<file path="config.mk">
export PLATFORM = sky130hd
export DESIGN_NAME = text_writer_flat
export DESIGN_NICKNAME = d
export VERILOG_FILES = /design/src/rtl/text_pkg.sv /design/src/rtl/text_writer_if.sv /design/src/rtl/text_writer.sv /design/src/flat_wrapper.sv
export SDC_FILE = /design/constraint.sdc
export NUM_CORES = 1
export LEC_CHECK = 0
export CORE_UTILIZATION = 29
export CTS_CLUSTER_DIAMETER = 80
export DETAILED_ROUTE_END_ITERATION = 10
export HOLD_SLACK_MARGIN = 0.08
export PLACE_DENSITY = 0.48
export SLEW_MARGIN = 20
export SYNTH_ARGS = -nofsm -noshare
export SYNTH_HDL_FRONTEND = slang
export SYNTH_SLANG_ARGS = --single-unit
</file>
<file path="constraint.sdc">
create_clock -name clk -period 3.85 [get_ports clk]
set_input_delay 0.5775 -clock clk [delete_from_list [all_inputs] [get_ports clk]]
set_output_delay 0.5775 -clock clk [all_outputs]
set_load 0.01 [all_outputs]
</file>
<file path="src/rtl/text_pkg.sv">
// rtl/text_pkg.sv - shared constants, state encoding and row helpers for the text writer and displayer
//
// Purpose: screen geometry, the ASCII codes the writer reacts to, the FSM
// state encoding, and small helpers shared by the writer and the displayer.
// Ports: none (package).
package text_pkg;

  localparam int COLS = 70;
  localparam int ROWS = 30;

  localparam logic [7:0] ASCII_CR     = 8'h0D;
  localparam logic [7:0] ASCII_BS     = 8'h08;
  localparam logic [7:0] ASCII_PROMPT = 8'h3E;
  localparam logic [7:0] ASCII_BLANK  = 8'h00;

  typedef enum logic [1:0] {
    INIT    = 2'd0,
    IDLE    = 2'd1,
    CLR_ROW = 2'd2
  } text_state_e;

  // Logical screen row -> physical RAM row. Both inputs are below rows, so
  // one conditional subtract replaces the modulo.
  function automatic logic [4:0] phys_row(input logic [4:0] top,
                                          input logic [4:0] lrow,
                                          input logic [4:0] rows);
    logic [5:0] sum;
    sum = {1'b0, top} + {1'b0, lrow};
    if (sum >= {1'b0, rows}) begin
      sum = sum - {1'b0, rows};
    end
    return sum[4:0];
  endfunction

  function automatic logic is_printable(input logic [7:0] c);
    return (c >= 8'h20) && (c <= 8'h7E);
  endfunction

endpackage

</file>
<file path="src/rtl/text_writer_if.sv">
// rtl/text_writer_if.sv - keyboard input handshake, video RAM write port and cursor/scroll status
//
// Purpose: bundles the character input handshake, the video RAM write port
// and the exported cursor/scroll state of the text writer.
// Signals:
//   in_valid/in_ascii/in_ready : ASCII code handshake (accepted on valid && ready)
//   vwraddr_h/vwraddr_v/vwrdata/vwren : video RAM write port, one cell per cycle
//   top_row/cur_x/cur_y        : scroll base and logical cursor for the displayer
// Modports: slave = the text writer, master = the environment driving it.
interface text_writer_if;

  logic       in_valid;
  logic [7:0] in_ascii;
  logic       in_ready;
  logic [6:0] vwraddr_h;
  logic [4:0] vwraddr_v;
  logic [7:0] vwrdata;
  logic       vwren;
  logic [4:0] top_row;
  logic [6:0] cur_x;
  logic [4:0] cur_y;

  modport slave (
    input  in_valid, in_ascii,
    output in_ready, vwraddr_h, vwraddr_v, vwrdata, vwren, top_row, cur_x, cur_y
  );

  modport master (
    output in_valid, in_ascii,
    input  in_ready, vwraddr_h, vwraddr_v, vwrdata, vwren, top_row, cur_x, cur_y
  );

endinterface

</file>
<file path="src/rtl/text_writer.sv">
// rtl/text_writer.sv - terminal-style character writer feeding the video RAM write port
//
// Purpose: accepts ASCII codes, keeps the cursor, writes characters into the
// COLS x ROWS video RAM and scrolls by advancing a circular top_row base
// (the RAM is never read or copied).
// Ports:
//   clk : pixel-domain clock, rising edge
//   rst : synchronous active-high reset
//   bus : text_writer_if.slave (input handshake, RAM write port, cursor/scroll)
module text_writer #(
  parameter int COLS = text_pkg::COLS,
  parameter int ROWS = text_pkg::ROWS
) (
  input  logic            clk,
  input  logic            rst,
  text_writer_if.slave    bus
);

  import text_pkg::*;

  localparam logic [1:0] ST_INIT = INIT;
  localparam logic [1:0] ST_IDLE = IDLE;
  localparam logic [1:0] ST_CLR  = CLR_ROW;

  localparam logic [6:0] LAST_COL   = 7'(COLS - 1);
  localparam logic [4:0] LAST_ROW   = 5'(ROWS - 1);
  localparam logic [4:0] ROWS_5     = 5'(ROWS);
  localparam logic [6:0] PROMPT_COL = 7'd2;

  logic [1:0] state_q, state_d;
  logic [6:0] col_q, col_d;      // INIT / CLR_ROW column walker
  logic [4:0] row_q, row_d;      // INIT row walker, or physical row being cleared
  logic       prompt_q, prompt_d;  // cleared row gets '>' in column 0
  logic [4:0] top_q, top_d;
  logic [6:0] cx_q, cx_d;
  logic [4:0] cy_q, cy_d;
  logic       wen_q, wen_d;
  logic [6:0] wh_q, wh_d;
  logic [4:0] wv_q, wv_d;
  logic [7:0] wd_q, wd_d;

  logic       accept;
  logic       do_nl;
  logic       nl_prompt;

  assign accept = bus.in_valid && (state_q == ST_IDLE);

  always_comb begin
    state_d   = state_q;
    col_d     = col_q;
    row_d     = row_q;
    prompt_d  = prompt_q;
    top_d     = top_q;
    cx_d      = cx_q;
    cy_d      = cy_q;
    wen_d     = 1'b0;
    wh_d      = wh_q;
    wv_d      = wv_q;
    wd_d      = wd_q;
    do_nl     = 1'b0;
    nl_prompt = 1'b0;

    case (state_q)
      ST_INIT: begin
        wen_d = 1'b1;
        wh_d  = col_q;
        wv_d  = row_q;
        wd_d  = (col_q == 7'd0 && row_q == 5'd0) ? ASCII_PROMPT : ASCII_BLANK;
        if (col_q == LAST_COL) begin
          col_d = 7'd0;
          if (row_q == LAST_ROW) begin
            row_d   = 5'd0;
            state_d = ST_IDLE;
          end else begin
            row_d = row_q + 5'd1;
          end
        end else begin
          col_d = col_q + 7'd1;
        end
      end

      ST_CLR: begin
        wen_d = 1'b1;
        wh_d  = col_q;
        wv_d  = row_q;
        wd_d  = (col_q == 7'd0 && prompt_q) ? ASCII_PROMPT : ASCII_BLANK;
        if (col_q == LAST_COL) begin
          col_d   = 7'd0;
          state_d = ST_IDLE;
        end else begin
          col_d = col_q + 7'd1;
        end
      end

      ST_IDLE: begin
        if (accept) begin
          if (is_printable(bus.in_ascii)) begin
            wen_d = 1'b1;
            wh_d  = cx_q;
            wv_d  = phys_row(top_q, cy_q, ROWS_5);
            wd_d  = bus.in_ascii;
            if (cx_q < LAST_COL) begin
              cx_d = cx_q + 7'd1;
            end else begin
              cx_d  = 7'd0;
              do_nl = 1'b1;
            end
          end else if (bus.in_ascii == ASCII_CR) begin
            cx_d      = PROMPT_COL;
            do_nl     = 1'b1;
            nl_prompt = 1'b1;
          end else if (bus.in_ascii == ASCII_BS) begin
            if (cx_q != 7'd0) begin
              wen_d = 1'b1;
              wh_d  = cx_q - 7'd1;
              wv_d  = phys_row(top_q, cy_q, ROWS_5);
              wd_d  = ASCII_BLANK;
              cx_d  = cx_q - 7'd1;
            end else if (cy_q != 5'd0) begin
              wen_d = 1'b1;
              wh_d  = LAST_COL;
              wv_d  = phys_row(top_q, cy_q - 5'd1, ROWS_5);
              wd_d  = ASCII_BLANK;
              cx_d  = LAST_COL;
              cy_d  = cy_q - 5'd1;
            end
          end

          if (do_nl) begin
            if (cy_q < LAST_ROW) begin
              // Rows below the cursor are always blank, so only the prompt
              // (if any) needs writing, and it shares this edge's write slot.
              cy_d = cy_q + 5'd1;
              if (nl_prompt) begin
                wen_d = 1'b1;
                wh_d  = 7'd0;
                wv_d  = phys_row(top_q, cy_q + 5'd1, ROWS_5);
                wd_d  = ASCII_PROMPT;
              end
            end else begin
              // Scroll: the old top row becomes the new bottom line and is
              // wiped column by column in CLR_ROW.
              top_d    = (top_q == LAST_ROW) ? 5'd0 : top_q + 5'd1;
              state_d  = ST_CLR;
              col_d    = 7'd0;
              row_d    = top_q;
              prompt_d = nl_prompt;
            end
          end
        end
      end

      default: begin
        state_d = ST_INIT;
        col_d   = 7'd0;
        row_d   = 5'd0;
      end
    endcase
  end

  always_ff @(posedge clk) begin
    if (rst) begin
      state_q  <= ST_INIT;
      col_q    <= 7'd0;
      row_q    <= 5'd0;
      prompt_q <= 1'b0;
      top_q    <= 5'd0;
      cx_q     <= PROMPT_COL;
      cy_q     <= 5'd0;
      wen_q    <= 1'b0;
      wh_q     <= 7'd0;
      wv_q     <= 5'd0;
      wd_q     <= 8'd0;
    end else begin
      state_q  <= state_d;
      col_q    <= col_d;
      row_q    <= row_d;
      prompt_q <= prompt_d;
      top_q    <= top_d;
      cx_q     <= cx_d;
      cy_q     <= cy_d;
      wen_q    <= wen_d;
      wh_q     <= wh_d;
      wv_q     <= wv_d;
      wd_q     <= wd_d;
    end
  end

  assign bus.in_ready  = (state_q == ST_IDLE);
  assign bus.vwren     = wen_q;
  assign bus.vwraddr_h = wh_q;
  assign bus.vwraddr_v = wv_q;
  assign bus.vwrdata   = wd_q;
  assign bus.top_row   = top_q;
  assign bus.cur_x     = cx_q;
  assign bus.cur_y     = cy_q;

endmodule

</file>
<file path="src/flat_wrapper.sv">
// flat-port wrapper written by rule: the top's interface ports become plain ports
module text_writer_flat import text_pkg::*;
#(
  parameter int COLS = text_pkg::COLS,
  parameter int ROWS = text_pkg::ROWS
)
  (clk, rst, bus_in_valid, bus_in_ascii, bus_in_ready, bus_vwraddr_h, bus_vwraddr_v, bus_vwrdata, bus_vwren, bus_top_row, bus_cur_x, bus_cur_y);
  text_writer_if bus_i ();
  input  logic clk;
  input  logic rst;
  input wire logic [$bits(bus_i.in_valid)-1:0] bus_in_valid;
  input wire logic [$bits(bus_i.in_ascii)-1:0] bus_in_ascii;
  output wire logic [$bits(bus_i.in_ready)-1:0] bus_in_ready;
  output wire logic [$bits(bus_i.vwraddr_h)-1:0] bus_vwraddr_h;
  output wire logic [$bits(bus_i.vwraddr_v)-1:0] bus_vwraddr_v;
  output wire logic [$bits(bus_i.vwrdata)-1:0] bus_vwrdata;
  output wire logic [$bits(bus_i.vwren)-1:0] bus_vwren;
  output wire logic [$bits(bus_i.top_row)-1:0] bus_top_row;
  output wire logic [$bits(bus_i.cur_x)-1:0] bus_cur_x;
  output wire logic [$bits(bus_i.cur_y)-1:0] bus_cur_y;
  assign bus_i.in_valid = bus_in_valid;
  assign bus_i.in_ascii = bus_in_ascii;
  assign bus_in_ready = bus_i.in_ready;
  assign bus_vwraddr_h = bus_i.vwraddr_h;
  assign bus_vwraddr_v = bus_i.vwraddr_v;
  assign bus_vwrdata = bus_i.vwrdata;
  assign bus_vwren = bus_i.vwren;
  assign bus_top_row = bus_i.top_row;
  assign bus_cur_x = bus_i.cur_x;
  assign bus_cur_y = bus_i.cur_y;
  text_writer #(.COLS(COLS), .ROWS(ROWS)) u_core (.clk(clk), .rst(rst), .bus(bus_i));
endmodule
</file>
After elaboration in Yosys (flattened, before gate mapping). Cells that the tools add are included.

Bits in registers: 53. Input bits: 11. Output and inout port bits: 39. Logic and storage cells: 153.

Magnitude comparators: 7. Equal/unequal tests: 13. Add/subtract/negate cells: 13. Bitwise gates (word level): 2. Reduce and logical (&&, ||, !) cells: 22. Multiplexer cells: 85.

Operators with widths (count): $mux 7 (19); $mux 5 (25); $mux 8 (9); $pmux 7 s2 (2); $pmux 8 s3 (1); $add 5x5->6 (3); $ge 6x5->1 const B (3); $mux 1 (17); $eq 8x4->1 const B (2); $add 5x1->5 const B (3); $pmux 5 s3 (1); $sub 5x5->5 const B (3); $add 7x1->7 const B (2); $mux 2 (6); $mux 6 (2); $eq 5x5->1 const B (2); $ne 2x1->1 const B (5); $pmux 5 s2 (1); $ge 8x6->1 const B (1); $le 8x7->1 const B (1); $reduce_and 4->1 (2); $eq 7x7->1 const B (1); $logic_not 7->1 (1); $lt 7x7->1 const B (1); 22 further kinds (29).

Depth between registers and ports, before layout. Gate-level depths: netlist of run 1.

Depth after elaboration: 14. Depth in mapped cells: 11. Gate-level depth less buffers: 11.

Worst setup path after synthesis of run 1. OpenSTA, ideal clock, no wires.

Kind: flip-flop to flip-flop. Start point: reg u_core.cy_q[1] (netlist: u_core.bus.cur_y[1]). End point: reg u_core.wv_q[4] (netlist: u_core.bus.vwraddr_v[4]). Setup slack: 1.035 ns. Setup time: 0.144 ns. Buffers on the path: 0. Cell stages (with the launch flop): 11. Arrival: 2.671 ns. Data required time: 3.706 ns. Clock period less this slack: 2.815 ns. Path through: dfxtp_1 -> inv_1 -> ha_1 -> inv_1 -> fa_1 -> nand2b_1 -> a21oi_1 -> xor2_1 -> nor3_1 -> a2111oi_0 -> a2111oi_2.

Word-level cells in the longest chain between the ends: 14. Elaborated cells between the ends (all ways): 26. Those cells by class: add/sub: 8; order compare: 4; mux: 13; reduce/logical: 1.

RTL lines: start, declared (line text_writer.sv:36) `logic [4:0] cy_q, cy_d;`; start signal, assigned (line text_writer.sv:181) `cy_q <= cy_d;`; $sub 5x1->5 (line text_writer.sv:122) `wv_d = phys_row(top_q, cy_q - 5'd1, ROWS_5);`; $add 5x5->6 (line text_pkg.sv:28) `sum = {1'b0, top} + {1'b0, lrow};`; $sub 5x5->5 or $ge 6x5->1 (tied branches) (line text_pkg.sv:30, text_pkg.sv:29); $mux 5 (line text_pkg.sv:29) `if (sum >= {1'b0, rows}) begin`; $mux 5 (line text_writer.sv:119) `end else if (cy_q != 5'd0) begin`; $mux 5 (line text_writer.sv:113) `if (cx_q != 7'd0) begin`; $mux 5 (line text_writer.sv:112) `end else if (bus.in_ascii == ASCII_BS) begin`; $mux 5 (line text_writer.sv:108) `end else if (bus.in_ascii == ASCII_CR) begin`; $mux 5 (line text_writer.sv:97) `if (is_printable(bus.in_ascii)) begin`; $mux 5 (line text_writer.sv:134) `if (nl_prompt) begin`; $mux 5 (line text_writer.sv:130) `if (cy_q < LAST_ROW) begin`; $mux 5 * (line text_writer.sv:129) `if (do_nl) begin`; $mux 5 * (line text_writer.sv:96) `if (accept) begin`; $pmux 5 s2 * (line text_writer.sv:63) `case (state_q)`; end signal, assigned (line text_writer.sv:184) `wv_q <= wv_d;`; end, declared (line text_writer.sv:39) `logic [4:0] wv_q, wv_d;`.

Mark *: on every way between the ends. The rest lies on a longest branch, timed or not. The select of a mux whose other input is x is not followed. A chain may end at the register's enable or synchronous reset.

Worst setup path in the final report of run 1.
Start point: reg u_core.cy_q[0] (netlist: u_core.bus.cur_y[0]). End point: reg u_core.wv_q[4] (netlist: u_core.bus.vwraddr_v[4]).

The elaborated chain is that of the path after synthesis.

==> results of run 1 <==
per-layer routing:
layer	vias up	wire length, microns
li1	2365	-
met1	2297	7880
met5	-	0
met3	16	632
met2	114	7350
met4	0	222
Yosys cell counts (3+ instances only):
master / number
fa_1: 3
nand3_1: 25
a2111oi_0: 5
a211oi_1: 15
nor3_1: 18
clkbuf_1: 19
nor2_1: 74
a31o_2: 3
xnor2_1: 8
or3_1: 6
a22oi_1: 6
o32ai_1: 3
and3_1: 11
nor4_1: 5
a311oi_1: 9
a21oi_1: 51
nand2b_1: 6
o22ai_1: 6
o211ai_1: 9
nor2b_1: 5
mux2i_1: 3
dfxtp_1: 53
inv_1: 29
ha_1: 33
or2_2: 6
a211o_1: 6
nor3_2: 3
nand2_1: 42
o2111ai_1: 4
and2_1: 4
o21bai_1: 3
a21o_1: 10
o21ai_0: 37
xor2_1: 13
nand4_1: 10
buf_2: 14
or4_1: 3
a31oi_1: 6
final cells by class:
type | count | area share
clock buffer | 5 | 0.0226
clock inverter | 3 | 0.00905
inverter | 29 | 0.0197
multi-input combinational | 499 | 0.605
sequential | 53 | 0.192
tap | 216 | 0.0489
timing repair buffer | 60 | 0.103
registers in the layout, summed over array words and instances (netlist names), 2 cells and up:
register              flops
u_core.row_q              5
u_core.col_q              7
u_core.bus.cur_x          7
u_core.bus.cur_y          5
u_core.bus.vwraddr_h      7
u_core.state_q            2
u_core.bus.vwraddr_v      5
u_core.bus.top_row        5
u_core.bus.vwrdata        8
cell families after synthesis:
logic type | count (synthesis) | share of synthesized area
xor+xnor | 21 | 0.0394
simple gates | 231 | 0.256
buf+inv | 64 | 0.0568
fa+ha+maj | 36 | 0.101
compound gates | 206 | 0.308
mux | 5 | 0.0113
flops | 53 | 0.227
power groups by stage:
| stage | combinational [mW] | clock, mW | sequential (mW) |
|---|---|---|---|
| global placement | 0.119 | 0 | 0.583 |
| detailed placement | 0.120 | 0 | 0.583 |
| global route | 0.131 | 0.589 | 0.572 |
| floorplan | 0.0629 | 0 | 0.582 |
| CTS | 0.120 | 0.572 | 0.570 |
| finish | 0.120 | 0.552 | 0.570 |
final timing paths:
check	startpoint	to	slack [ns]	depth (start not counted)
setup / recovery	u_core.bus.cur_y[0]	u_core.bus.vwraddr_v[4]	0.64	10
setup reg to reg	u_core.bus.cur_y[0]	u_core.bus.vwraddr_v[4]	0.64	10
hold reg to reg	u_core.bus.vwrdata[0]	u_core.bus.vwrdata[0]	0.48	2
hold / removal	u_core.bus.vwrdata[0]	u_core.bus.vwrdata[0]	0.48	2
worst reg2reg max path, stage by stage (launching register included):
cell       delay [ns]
dfxtp_1          0.54
inv_1            0.15
ha_1             0.39
inv_1            0.15
fa_1             0.42
nand2b_1         0.16
a21oi_1          0.17
xor2_1           0.40
nor3_1           0.11
a2111oi_0        0.51
a2111oi_2        0.09
per-stage QoR:
step / instance area [sq um] / util / total power, mW / setup slack (ns)
6_report: 5530 / 0.349 / 1.24 / 0.644
5_1_grt: 5530 / 0.349 / 1.29 / 0.379
4_1_cts: 5530 / 0.349 / 1.26 / 0.605
3_5_place_dp: 5360 / 0.338 / 0.703 / 0.583
3_3_place_gp: 5360 / 0.338 / 0.701 / 0.627
2_1_floorplan: 4670 / - / 0.644 / 1.04
==> flow_summary.ini, run 1 <==
[cells_and_area]
final_cell_mix = nor2_1 (74), dfxtp_1 (53), a21oi_1 (50), clkdlybuf4s50_1 (48), nand2_1 (42)
layout-drive-gt1-share = 0.0801
antenna_cell_count = 0
multiInputGateArea_sq_um = 3350
leading_cell_type_in_the_layout_fill_and_taps_excluded = nor2_1
flow.area_growth_from_synthesis_pct = 18.4
design.final.nets = 695
final.fill_count = 1700
final_cells = 865
ff_latch_area_sq_um = 1060

[sta]
finalClockSkew_ns = 0.00439
worst_slew_margin_rel = 0.472
achievable-frequency_mhz = 312
final_min_period_over_clock_period = 0.833
setup_viol = 0
grt_setup_unrepaired = no
total_negative_slack_for_setup_checks_ns = 0
finalHoldViolCount = 0
worst_slew_pin_slew_ns = 0.786
final.hold.worst_slack_ns = 0.478
finalMaxSlewViolations = 0
post_route_minimum_period_ns = 3.21

[drt]
vias = 4792
routedWlPerCell_microns = 18.6
firstDrtPassIters = 5
avgViaCountPerCell = 5.54
antenna_violating_nets_post_route = 0
drt_drc_violations_left = 0
wl_microns = 16100
drt-initial-drc-count = 399

[logic_synthesis]
synth.distinct_cells = 77
ys.warnings.count = 0
synth_fp_nets = 663
postSynthRegisterBits = 53
synth_area_leader_cell = dfxtp_1
netlist_top_cells_area = dfxtp_1 (23%), ha_1 (8.8%), nor2_1 (5.9%), a21oi_1 (5.5%), o21ai_0 (4.0%)
syn-cell-area_sq_um = 4670
synth.top_cell.area_share = 0.227
syn_inst = 616
seq_area_frac_synth = 0.227
synthArstFlopShare = 0
yosys_most_used_dff = dfxtp_1
postSynthAreaPerCell_sq_um = 7.58
synth_edf_count = 0

[worst_setup_path]
path_delay_family = adder cells
critPathCaptureType = flop
timing.critical_path.fanout_max = 10
critPathRequiredTime_ns = 4.03
arrival_ns = 3.38
most_frequent_cp_cell = inv_1
critical_path_buf_inv_count = 2
cp_cell_sequence = inv_1, ha_1, inv_1, fa_1, nand2b_1, a21oi_1, xor2_1, nor3_1, a2111oi_0, a2111oi_2
cp-start-kind = flop
cp_slowest_cell = dfxtp_1
critPathKind = reg2reg
critical-path-max-stage-delay_ns = 0.54

[placed_design]
gp_congestion = 0.885
placedCellCount = 857
io_buffer_count = 49
place.detailed.hpwl_microns = 12200

[die]
die-height_microns = 129
initial_standard_cell_utilization_of_the_core = 0.295
die-area_sq_um = 16600
core_area_sq_um = 15800
die_width_microns = 129
top_level_ports = 50
placementRows = 46

[power]
p_switching_uw = 322
max-vdd-ir-drop_mv = 0.150
power_switching_share = 0.259
power_frac_clock = 0.444
power_per_cell_area_nw_per_um2 = 225
p_int_uw = 920
power.sequential.fraction = 0.459
power.leakage_nw = 2.04
comb_power_share = 0.097

[grt]
via_count_of_the_first_global_routing_pass = 4513
grtUsageMet3 = 0.0270
grt_use_met1 = 0.279
antenna_violations_before_repair = 0
global_route.peak_usage_layer = met2
grt_pass1_wl_microns = 25700
globalRouteMet2Util = 0.322
grt_max_degree = 34
track_usage = 0.200
global_route.overflow_total = 0

[cts]
h_tree_depth = 2
post-cts-setup-buffers = 0
cts_resized = 0
inserted_clock_buffers = 5
cts_hold_buf = 0
cts_root_buffer = clkbuf_16
cts_num_sinks = 53
cts_tree = done
maximum_clock_path_buffer_count = 2
worst_skew_pair.late_latency_ns = 0.31
clk_pin_slew_worst_paths_ns = 0.08

[worst_hold_path]
hold_path.class = reg2reg

[flow_run]
drv.max_cap_violation_count = 0

[status]
run_status = completed
Power figures use the tool's default switching activity.
==> run 2: changes to the inputs <==
PLACE_DENSITY = 0.49   (was 0.48)
clock period = 2.8 ns   (was 3.85 ns; I/O delays follow)
==> run 2 against run 1 <==
Compared with the run above: sequential power is 37% higher; via count is 7.6% higher; clock skew is 0.00077 ns lower; critical path depth is 1 higher; utilization is 4.3 points higher; sequential share of layout area is 2.1 points lower; combinational power is 56% higher; worst hold slack worse by 0.014 ns; largest cell class unchanged; highest routed layer unchanged.
==> flow_summary.ini, run 2 (synthesized netlist as in run 1, its figures left out) <==
[cells_and_area]
final.fill_count = 1619
layout-drive-gt1-share = 0.203
final_cell_mix = buf_4 (91), nor2_1 (74), dfxtp_1 (50), a21oi_1 (48), clkdlybuf4s50_1 (48)
flow.area_growth_from_synthesis_pct = 33.1
final_cells = 946
largest_reg_flops = 8
util_after_layout = 0.393
leading_cell_type_in_the_layout_fill_and_taps_excluded = buf_4
design.final.nets = 776
antenna_cell_count = 0

[power]
power_per_cell_area_nw_per_um2 = 279
fin_total_pwr_mw = 1.73
max-vdd-ir-drop_mv = 0.201
power.leakage_nw = 2.46

[grt]
global_route.overflow_total = 0
track_usage = 0.204
antenna_violations_before_repair = 0
via_count_of_the_first_global_routing_pass = 4918
grt_pass1_wl_microns = 26200
grt_max_degree = 19

[cts]
cts_hold_buf = 0
h_tree_depth = 2
cts_num_sinks = 53
worst_skew_pair.late_latency_ns = 0.31
maximum_clock_path_buffer_count = 2
inserted_clock_buffers = 5
cts_tree = done
clk_pin_slew_worst_paths_ns = 0.08
cts_root_buffer = clkbuf_16

[worst_setup_path]
critPathRequiredTime_ns = 3.01
cp-start-kind = flop
critPathCapture = u_core.bus.vwraddr_v[4]
timing.critical_path.fanout_max = 5
arrival_ns = 2.95
critPathCaptureType = flop
timing.rr.end = u_core.bus.vwraddr_v[4]
critPathLaunch = u_core.bus.cur_y[0]
critical_path.reg2reg.startpoint = u_core.bus.cur_y[0]
critPathKind = reg2reg
timing.reg2reg.worst_path_depth = 11
ff2ff_setup_slack_ns = 0.06

[die]
die-height_microns = 129
die_width_microns = 129
die-area_sq_um = 16600
placementRows = 46
initial_standard_cell_utilization_of_the_core = 0.295
top_level_ports = 50
core_area_sq_um = 15800

[sta]
worst_slew_pin_slew_ns = 0.652
finalClockSkew_ns = 0.00362
worst_slew_margin_rel = 0.560
setup_viol = 0
finalMaxSlewViolations = 0
finalHoldViolCount = 0
final_min_period_over_clock_period = 0.979
achievable-frequency_mhz = 365
post_route_minimum_period_ns = 2.74

[drt]
vias = 5155
drt_drc_violations_left = 0
antenna_violating_nets_post_route = 0
wl_microns = 16700
firstDrtPassIters = 5
avgViaCountPerCell = 5.45
routedWlPerCell_microns = 17.6
drt-initial-drc-count = 443

[placed_design]
gp_congestion = 0.947
placedCellCount = 936
io_buffer_count = 49
place.detailed.hpwl_microns = 13000

[worst_hold_path]
whs_path_depth = 2
hold_path_startpoint = u_core.bus.vwrdata[0]
hold_path.class = reg2reg

[flow_run]
drv.max_cap_violation_count = 0

[status]
run_status = completed
[run 2: changes by cell type in the layout (fill, tap and decap cells not counted), moves of 2 or more]
cell,before,now
a2111oi_0,5,2
a2111oi_1,0,2
a21oi_1,50,48
a21oi_2,2,4
buf_4,11,91
dfxtp_1,53,50
dfxtp_2,0,3
ha_1,33,31
inv_6,0,2
[run 2: worst min-delay path by stage]
stage                                  endpoint  slack, ns
after floorplan                 u_core.prompt_q       0.44
after global placement    u_core.bus.vwrdata[0]       0.45
after detailed placement  u_core.bus.vwrdata[0]       0.45
after CTS                 u_core.bus.vwrdata[0]       0.47
after global routing      u_core.bus.vwrdata[0]       0.49
final                     u_core.bus.vwrdata[0]       0.46
[run 2: timing repair]
action / in CTS / in global routing
endpoints found under the hold margin: 0 / 0
gates resized for setup: 3 / 14
pin swaps: 1 / 7
setup buffers: 0 / 2
setup endpoints to repair: 2 / 4
gates cloned: 0 / 0
[run 2: critical path, stage by stage, from the launching register on]
cell	delay, ns
dfxtp_2	0.38
inv_1	0.10
buf_4	0.14
ha_1	0.20
buf_4	0.16
fa_1	0.43
xor2_2	0.26
o211ai_1	0.18
nor2_1	0.16
mux2i_1	0.20
a21oi_1	0.10
a2111oi_2	0.35
[run 2: report_power, final]
part	total [mW]	internal, mW	leakage, nW	switching [mW]
clock network	0.763	0.430	0.0848	0.333
registers	0.783	0.767	0.431	0.0161
logic	0.187	0.0865	1.94	0.100
total	1.73	1.28	2.46	0.450
[run 2: area by class of cell]
class | count | area [sq um] | area share
multi-input combinational | 499 | 3410 | 0.549
timing repair buffer | 141 | 1190 | 0.191
sequential | 53 | 1060 | 0.171
tap | 216 | 270 | 0.0435
clock buffer | 5 | 125 | 0.0201
inverter | 29 | 109 | 0.0175
clock inverter | 3 | 47.5 | 0.00765
[run 2: stage by stage]
stage                     instance area [sq um]  TNS [ns]  setup WS [ns]  hold WS [ns]
final                                      6220         0         0.0583         0.464
after detailed placement                   5960   -0.0805        -0.0437         0.452
after global placement                     5960         0         0.0162         0.448
after floorplan                            4670         0         0.0222         0.437
after CTS                                  6140         0         0.0295         0.468
after global routing                       6220   -0.0400        -0.0400         0.485
[run 2: layer usage]
metal / vias to the layer above / GRT usage / share of wire / routed length [microns]
met2: 150 / 0.329 / 0.45 / 7580
met5: - / 0 / 0 / 0
met1: 2448 / 0.274 / 0.47 / 7900
met3: 25 / 0.0370 / 0.047 / 779
li1: 2532 / - / - / -
met4: 0 / 0.0657 / 0.025 / 412
